<file path="config.mk">
export PLATFORM = sky130hd
export DESIGN_NAME = rs232_avm_scheduler
export DESIGN_NICKNAME = d
export VERILOG_FILES = /design/src/rtl/rs232_avm_scheduler.sv
export SDC_FILE = /design/constraint.sdc
export NUM_CORES = 1
export LEC_CHECK = 0
export ABC_CLOCK_PERIOD_IN_PS = 2150
export CAP_MARGIN = 20
export CORE_MARGIN = 1
export CORE_UTILIZATION = 41
export DETAILED_ROUTE_END_ITERATION = 16
export PLACE_DENSITY = 0.8
export SKIP_LAST_GASP = 1
export SLEW_MARGIN = 20
export SYNTH_ARGS = -nofsm -noshare
export SYNTH_HDL_FRONTEND = slang
export SYNTH_SLANG_ARGS = --single-unit
</file>
<file path="constraint.sdc">
create_clock -name avm_clk -period 2.15 [get_ports avm_clk]
set_clock_uncertainty 0.05 [all_clocks]
set_input_delay 0.5375 -clock avm_clk [delete_from_list [all_inputs] [get_ports avm_clk]]
set_output_delay 0.5375 -clock avm_clk [all_outputs]
set_load 0.02 [all_outputs]
</file>
<file path="src/rtl/rs232_avm_scheduler.sv">
// rs232_avm_scheduler
// Avalon-MM master that time-shares one RS232 UART core between a receive
// stream and a transmit requester. It polls the UART status register and
// then performs at most one data read (RX) or one data write (TX) per poll.
// Received bytes land in a small first-word-fall-through FIFO. Transmit
// bytes wait in a one-entry holding register.
//
// Ports
//   avm_clk, avm_rst        clock, asynchronous active-high reset
//   avm_address/read/write  registered Avalon master command
//   avm_writedata           {24'b0, byte} for TX writes
//   avm_readdata            status word or received byte
//   avm_waitrequest         slave stall; command held while high
//   rx_data/rx_valid        FIFO head byte / FIFO not empty
//   rx_ready                consumer pops the head when rx_valid is high
//   tx_data/tx_valid        byte offered for transmission
//   tx_ready                holding register empty
//   fifo_count              RX FIFO occupancy
module rs232_avm_scheduler #(
  parameter int FIFO_DEPTH  = 4,
  parameter int DATA_ADDR   = 0,
  parameter int STATUS_ADDR = 8,
  parameter int RX_OK_BIT   = 7,
  parameter int TX_OK_BIT   = 6
) (
  input  logic                        avm_clk,
  input  logic                        avm_rst,
  output logic [4:0]                  avm_address,
  output logic                        avm_read,
  input  logic [31:0]                 avm_readdata,
  output logic                        avm_write,
  output logic [31:0]                 avm_writedata,
  input  logic                        avm_waitrequest,
  output logic [7:0]                  rx_data,
  output logic                        rx_valid,
  input  logic                        rx_ready,
  input  logic [7:0]                  tx_data,
  input  logic                        tx_valid,
  output logic                        tx_ready,
  output logic [$clog2(FIFO_DEPTH):0] fifo_count
);

  localparam int          AW       = $clog2(FIFO_DEPTH);
  localparam logic [AW:0] FULL_CNT = (AW+1)'(FIFO_DEPTH);
  localparam logic [4:0]  DATA_A   = 5'(DATA_ADDR);
  localparam logic [4:0]  STATUS_A = 5'(STATUS_ADDR);

  typedef enum logic [1:0] {S_STATUS, S_DECIDE, S_RX_READ, S_TX_WRITE} state_t;

  state_t        state;
  logic          rx_ok;
  logic          tx_ok;
  logic          last_grant_tx;
  logic          tx_full;
  logic [7:0]    tx_hold;
  logic [7:0]    mem [FIFO_DEPTH];
  logic [AW-1:0] wr_ptr;
  logic [AW-1:0] rd_ptr;
  logic          rx_elig;
  logic          tx_elig;
  logic          push;
  logic          pop;
  logic          tx_take;
  logic          tx_done;
  logic          unused_readdata;

  // Only the flag bits and the low byte of the read word carry meaning.
  assign unused_readdata = ^avm_readdata;

  assign rx_elig  = rx_ok && (fifo_count < FULL_CNT);
  assign tx_elig  = tx_ok && tx_full;
  assign push     = (state == S_RX_READ) && avm_read && !avm_waitrequest;
  assign tx_done  = (state == S_TX_WRITE) && avm_write && !avm_waitrequest;
  assign pop      = rx_valid && rx_ready;
  assign tx_ready = ~tx_full;
  assign tx_take  = tx_valid && !tx_full;
  assign rx_valid = (fifo_count != '0);
  assign rx_data  = rx_valid ? mem[rd_ptr] : 8'h00;

  // Command FSM: strobes are loaded on the transition into each access state,
  // so a data access follows the decide cycle with no bubble. Out of reset the
  // status read has not been issued yet, which S_STATUS detects by a low strobe.
  always_ff @(posedge avm_clk or posedge avm_rst) begin
    if (avm_rst) begin
      state         <= S_STATUS;
      avm_read      <= 1'b0;
      avm_write     <= 1'b0;
      avm_address   <= '0;
      avm_writedata <= '0;
      rx_ok         <= 1'b0;
      tx_ok         <= 1'b0;
      last_grant_tx <= 1'b1;
    end else begin
      case (state)
        S_STATUS: begin
          if (!avm_read) begin
            avm_read    <= 1'b1;
            avm_address <= STATUS_A;
          end else if (!avm_waitrequest) begin
            rx_ok    <= avm_readdata[RX_OK_BIT];
            tx_ok    <= avm_readdata[TX_OK_BIT];
            avm_read <= 1'b0;
            state    <= S_DECIDE;
          end
        end
        S_DECIDE: begin
          // On a tie, the side that did not win last time gets the grant.
          if (rx_elig && (!tx_elig || last_grant_tx)) begin
            state         <= S_RX_READ;
            avm_read      <= 1'b1;
            avm_address   <= DATA_A;
            last_grant_tx <= 1'b0;
          end else if (tx_elig) begin
            state         <= S_TX_WRITE;
            avm_write     <= 1'b1;
            avm_address   <= DATA_A;
            avm_writedata <= {24'h0, tx_hold};
            last_grant_tx <= 1'b1;
          end else begin
            state       <= S_STATUS;
            avm_read    <= 1'b1;
            avm_address <= STATUS_A;
          end
        end
        S_RX_READ: begin
          if (!avm_waitrequest) begin
            state       <= S_STATUS;
            avm_address <= STATUS_A;
          end
        end
        S_TX_WRITE: begin
          if (!avm_waitrequest) begin
            state       <= S_STATUS;
            avm_write   <= 1'b0;
            avm_read    <= 1'b1;
            avm_address <= STATUS_A;
          end
        end
        default: state <= S_STATUS;
      endcase
    end
  end

  // TX holding register control
  always_ff @(posedge avm_clk or posedge avm_rst) begin
    if (avm_rst) begin
      tx_full <= 1'b0;
    end else if (tx_take) begin
      tx_full <= 1'b1;
    end else if (tx_done) begin
      tx_full <= 1'b0;
    end
  end

  always_ff @(posedge avm_clk) begin
    if (tx_take) begin
      tx_hold <= tx_data;
    end
  end

  // RX FIFO control: pointers wrap naturally at the power-of-two depth
  always_ff @(posedge avm_clk or posedge avm_rst) begin
    if (avm_rst) begin
      wr_ptr     <= '0;
      rd_ptr     <= '0;
      fifo_count <= '0;
    end else begin
      if (push) begin
        wr_ptr <= wr_ptr + 1'b1;
      end
      if (pop) begin
        rd_ptr <= rd_ptr + 1'b1;
      end
      if (push && !pop) begin
        fifo_count <= fifo_count + 1'b1;
      end else if (pop && !push) begin
        fifo_count <= fifo_count - 1'b1;
      end
    end
  end

  always_ff @(posedge avm_clk) begin
    if (push) begin
      mem[wr_ptr] <= avm_readdata[7:0];
    end
  end

endmodule

</file>
### Word-level counts from Yosys, hierarchy flattened

Memory sizes are Yosys's and may differ from the RTL's.
Cells that the tools add are included.
Widths: inputs -> output; s select.

| word-level totals | value |
|---|---|
| output and inout bits | 52 |
| input port bits | 45 |
| memory bits (writable) | 32 |
| memories kept | 1 |
| register bits after elaboration | 36 |

Memories:

| name | depth | bits a word | read ports | clocked after memory_dff | wr ports | RTL line | RTL |
|---|---|---|---|---|---|---|---|
| mem | 4 | 8 | 1 | 0 | 1 | 56 | `logic [7:0] mem [FIFO_DEPTH];` |

| cells by class | value |
|---|---|
| reduce and logical (&&, ||, !) cells | 32 |
| $lt $le $gt $ge | 1 |
| equality and inequality tests | 11 |
| add/subtract/negate cells | 4 |
| muxes and demuxes | 29 |
| bitwise logic cells | 3 |

Operators with widths:

| cell | count |
|---|---|
| $pmux 5 s3 | 1 |
| $ne 2x2->1 const B | 7 |
| $mux 1 | 13 |
| $reduce_and 3->1 | 4 |
| $logic_and 1x1->1 | 11 |
| $mux 2 | 5 |
| $mux 5 | 2 |
| $mux 4 | 2 |
| $mux 8 | 1 |
| $reduce_bool 2->1 | 4 |
| $mux 3 | 2 |
| $pmux 2 s3 | 1 |
| $reduce_bool 3->1 | 2 |
| $logic_not 1->1 | 5 |
| $add 2x1->2 const B | 2 |
| $eq 2x2->1 const B | 2 |
| $reduce_and 2->1 | 2 |
| $reduce_and 4->1 | 1 |
| $add 3x1->3 const B | 1 |
| $lt 3x3->1 const B | 1 |
| $ne 3x3->1 const B | 1 |
| $not 1->1 | 3 |
| $pmux 1 s3 | 1 |
| $sub 3x1->3 const B | 1 |
| 5 further kinds | 5 |

### Depth between registers and ports, before layout

| logic depth | value |
|---|---|
| word-level depth | 7 |
| depth in mapped cells | 8 |
| depth with buffers taken out | 8 |

### Least setup slack after synthesis

Ideal clock, no wire load.

| timing | value |
|---|---|
| path type | input to register |
| start | input port avm_waitrequest |
| end | register fifo_count[2] |
| stages | 8 |
| path buffers | 1 |
| setup slack | 0.034 ns |
| setup time | 0.080 ns |
| data arrival time | 1.986 ns |
| cells stage by stage | nor4bb_1 -> clkbuf_1 -> ha_1 -> inv_1 -> fa_1 -> xor2_1 -> nor2_1 -> xnor2_1 |

| between the ends | value |
|---|---|
| cells in the longest elaborated chain, start to end | 5 |

RTL lines:

| item | RTL line | RTL |
|---|---|---|
| start: declaration | 33 | `input logic avm_waitrequest,` |
| $logic_not 1->1 * | - |  |
| $logic_and 1x1->1 * | 72 | `assign push = (state == S_RX_READ) && avm_read && !avm_waitrequest;` |
| via push | 61 | `logic push;` |
| $logic_not 1->1 | 176 | `end else if (pop && !push) begin` |
| $logic_and 1x1->1 | 176 |  |
| $reduce_bool 2->1 (no line) | - |  |
| end signal: assignment | 175 | `fifo_count <= fifo_count + 1'b1;` |
| end signal: assignment | 177 | `fifo_count <= fifo_count - 1'b1;` |
| end: declaration | 40 | `output logic [$clog2(FIFO_DEPTH):0] fifo_count` |

Mark *: on every way through the listed nets, which the timed path passes. The rest lies on a longest branch.
A chain may end at the register's enable or synchronous reset.

### Final worst setup path

| timing | value |
|---|---|
| start | register rd_ptr[0] |
| end | output port rx_data[1] |

| between the ends | value |
|---|---|
| cells in the longest elaborated chain, start to end | 2 |

RTL lines:

| item | RTL line | RTL |
|---|---|---|
| start: declaration | 58 | `logic [AW-1:0] rd_ptr;` |
| start signal: assignment | 172 | `rd_ptr <= rd_ptr + 1'b1;` |
| $mem_v2 4x8 | - |  |
| $mux 8 | 78 | `assign rx_data = rx_valid ? mem[rd_ptr] : 8'h00;` |
| end: declaration | 34 | `output logic [7:0] rx_data,` |

No other way between the ends.

==> run summary <==
### Global route
* overall routing resource usage: 15.2%
* number of global-route vias before repair: 1602
* initial antenna violation count: 0
* largest net degree at the start of global routing: 25
* remaining global-route overflow: 0
* global-route wire length before repair: 7910 µm

### Logic synthesis
* Synth Warn #: 0
* Async SR Flop Fraction: 37.5%
* post-synthesis simple-gate area fraction: 6.77%
* EDFF count, synth: 40
* register area share after synthesis: 65.0%
* flip-flop and latch count after synthesis: 64
* average instance area after synthesis: 15.6 µm²
* number of library cell types mapped by synthesis: 32
* post-synthesis xor/xnor area fraction: 1.89%
* area share of the leading cell type in the synthesized netlist: 43.3%
* adder and majority cell fraction of the synthesized area: 2.98%
* dominant register cell in the synthesized netlist: sky130_fd_sc_hd__edfxtp_1
* Synth Cell Area: 2770 µm²
* largest family of logic cells by synthesized area: multiplexers
* share of cell area taken by muxes after synthesis: 11.0%
* cell count after synthesis: 178
* share of the synthesized area in compound gates (AO/OA/AOI/OAI): 2.75%
* leading cell types by total area after synthesis: sky130_fd_sc_hd__edfxtp_1 (43%), sky130_fd_sc_hd__dfrtp_1 (21%), sky130_fd_sc_hd__buf_4 (7.8%), sky130_fd_sc_hd__mux4_2 (6.5%), sky130_fd_sc_hd__and2_1 (2.7%)
* library cell occupying the most area in the post-synthesis netlist: sky130_fd_sc_hd__edfxtp_1

### Layout
* Storage cell area: 1800 µm²
* area of the multi-input gates: 857 µm²
* fillers: 484
* synth-to-layout area growth: 32.3%
* Antenna diodes: 0
* share of layout cells above drive strength 1: 32.3%
* final core occ: 57.2%
* final net count: 309

### Timing
* Fin Hold WS: 0.419 ns
* Final Max Tran Viols: 0
* shortest clock period the worst path allows after layout: 2.23 ns
* final setup violation count: 8
* Max Freq: 0.448 GHz
* RSZ-0062 raised after global routing: true
* final hold violation count: 0
* crit path setup slack, layout: -0.0827 ns
* final clock period utilization by the worst path: 104%

### Run status
* violations in the final reports: DRC, setup timing
* run status: finished, violations left

### Worst setup path
* Slowest cell on crit path: sky130_fd_sc_hd__mux4_2
* largest fanout on the critical path: 5
* register-to-register setup slack: 0.06 ns
* capturing element type of the critical path: output port
* Arrival @ worst endpoint: 1.65 ns
* library cell appearing most often on the critical path: sky130_fd_sc_hd__buf_6
* Worst setup SP type: register
* worst endpoint required time: 1.56 ns
* Worst path top cell family by delay: multiplexers
* Crit path buffers/inverters: 2
* series of cell instances along the critical path: buf_6 > mux4_2 > and2_4 > buf_6
* critical path's largest stage delay: 0.51 ns
* Worst Path Class, Setup: reg2out

### CTS
* H-Tree Level Count: 3
* root cell of the clock tree: sky130_fd_sc_hd__clkbuf_8
* number of clock sinks: 64
* clock transition at the registers of the reported paths: 0.07 ns
* CTS tree: done
* TritonCTS Buffers: 9
* buffer levels on the longest clock path: 2
* clock insertion delay at the later pin of the skew report: 0.33 ns

### Power and ir drop
* Peak supply drop: 0.801 mV
* Internal Dissipation: 3380 µW
* clock group share of total power: 20.7%
* Pleak: 0.00149 µW
* net switching power: 1600 µW
* combinational share of power: 44.0%
* Power Dens Cells: 1360 nW/µm²
* switching share of power: 32.1%
* Flop pwr share: 35.3%

### Placement
* detailed placement HPWL: 3280 µm
* gp weighted congestion: 0.740
* worst setup slack after placement: -0.441 ns
* count of buffers inserted at the top-level ports: 44

### Detailed routing
* routed vias/inst: 4.64
* DRT Pass-1 Iters: 10
* post-detailed-route DRC marker count: 16
* count of nets left with antenna violations after detail routing: 0
* detailed-route wire length per cell: 14.6 µm
* routed via count: 1576
* aggregate routed wire length: 4960 µm
* first-iteration detailed-routing DRC count: 134

### Floorplan
* Vert. Die Dim: 84.3 µm
* IO Count: 97
* horizontal extent of the die: 84.3 µm
* cell row count: 29
* full die area: 7100 µm²
* initial core utilization: 43.2%
* area inside the core boundary: 6420 µm²

### Min path
* worst hold path class: reg2reg

### Run
* count of maximum capacitance violations: 0

## Yosys cell counts (all sizes together) (2+ instances only)
master / n
edfxtp: 40
buf: 30
dfrtp: 23
and2: 12
mux2: 11
inv: 8
mux4: 8
nand2: 6
ha: 5
nand2b: 5
xnor2: 5
a21oi: 3
clkbuf: 3
nor2: 2
o21ai: 2
## placed cells by master (no fill, tap or decap), drive strengths merged
cell type	instances
a31o	1
nand2	6
or3	1
clkinv	2
inv	8
fa	1
nor2	2
nand2b	5
ha	5
dfstp	1
nor4bb	1
clkbuf	13
dfrtp	23
a21oi	3
or3b	1
and2	12
mux4	8
o32a	1
dlygate4sd2	1
bufinv	1
buf	40
mux2	11
o21bai	1
xnor2	5
xor2	1
clkdlybuf4s50	34
nor2b	1
nor4b	1
conb	28
a311o	1
edfxtp	40
o21ai	2
a311oi	1
nand3	1
## through the flow
stage | power (µW) | cells | setup TNS (ns) | instance area, µm²
2_1_floorplan | 2910 | 205 | 0 | 2880
3_3_place_gp | 3700 | 319 | -5.08 | 3390
3_5_place_dp | 3760 | 319 | -5.41 | 3390
4_1_cts | 5090 | 341 | -1.25 | 3690
5_1_grt | 5250 | 340 | -1.17 | 3670
6_report | 4980 | 340 | -0.500 | 3670
## routing by layer
layer	vias up	wire (µm)	part of all wire (%)	track usage [%]
li1	734	-	-	-
met1	778	2070	42	18.3
met2	55	2570	52	25.0
met3	9	210	4.2	4.72
met4	0	108	2.2	7.68
met5	-	0	0	0
## cell families after synthesis
logic type               count (synthesis)
XOR/XNOR                                 6
flip-flops                              64
other                                    1
adder cells (fa/ha/maj)                  6
AO/OA/AOI/OAI                           10
buffers and inverters                   41
multiplexers                            19
AND/OR/NAND/NOR                         31
## registers in the layout, indices dropped and copies added, names as in the netlist
register	cells
avm_writedata	8
rd_ptr	2
mem	32
tx_hold	8
fifo_count	3
avm_read	1
last_grant_tx	1
state	2
tx_ok	1
tx_full	1
rx_ok	1
wr_ptr	2
avm_address	1
avm_write	1
## power groups by stage
stage | combinational (µW) | clock, µW | sequential, µW
after global routing | 2360 | 1100 | 1790
after floorplan | 1010 | 0 | 1910
after detailed placement | 1990 | 0 | 1780
after global placement | 1940 | 0 | 1760
final | 2190 | 1030 | 1750
after CTS | 2280 | 1050 | 1750
## timing repair
action	in CTS	in global routing
hold buffers	0	0
resized for setup	64	7
hold endpoints to repair	0	0
buffers inserted	5	0
pin swaps	10	3
endpoints found under the setup margin	11	11
cloned	1	1
## worst reg2reg max path, cell delays in order (launching register included)
cell and delay [ns]:
sky130_fd_sc_hd__dfrtp_1 0.38, sky130_fd_sc_hd__or3_4 0.40, sky130_fd_sc_hd__buf_6 0.15, sky130_fd_sc_hd__nand2_2 0.09, sky130_fd_sc_hd__ha_4 0.13, sky130_fd_sc_hd__inv_1 0.05
sky130_fd_sc_hd__fa_2 0.33, sky130_fd_sc_hd__xor2_1 0.15, sky130_fd_sc_hd__nor2_1 0.13, sky130_fd_sc_hd__xnor2_1 0.14
## layout make-up
type,instances,share of cell area [%]
Inverter,8,0.818
Sequential cell,64,49.1
Clock inverter,3,1.09
Timing Repair Buffer,75,18.7
Clock buffer,13,4.33
Multi-Input combinational cell,100,23.3
Tap cell,77,2.62
## final timing paths
kind | depth (start not counted) | from | end
max | 4 | rd_ptr[0]$_DFFE_PP0P_ | rx_data[1]
min | 1 | tx_hold[6]$_DFFE_PP_ | avm_writedata[6]$_DFFE_PP0P_
max reg2reg | 9 | fifo_count[1]$_DFFE_PP0P_ | fifo_count[2]$_DFFE_PP0P_
min reg2reg | 1 | tx_hold[6]$_DFFE_PP_ | avm_writedata[6]$_DFFE_PP0P_
max in group asynchronous | 3 | avm_rst | last_grant_tx$_DFFE_PP1P_
min in group asynchronous | 3 | avm_rst | avm_writedata[1]$_DFFE_PP0P_
Note: power is estimated with default switching activity, not from simulation.
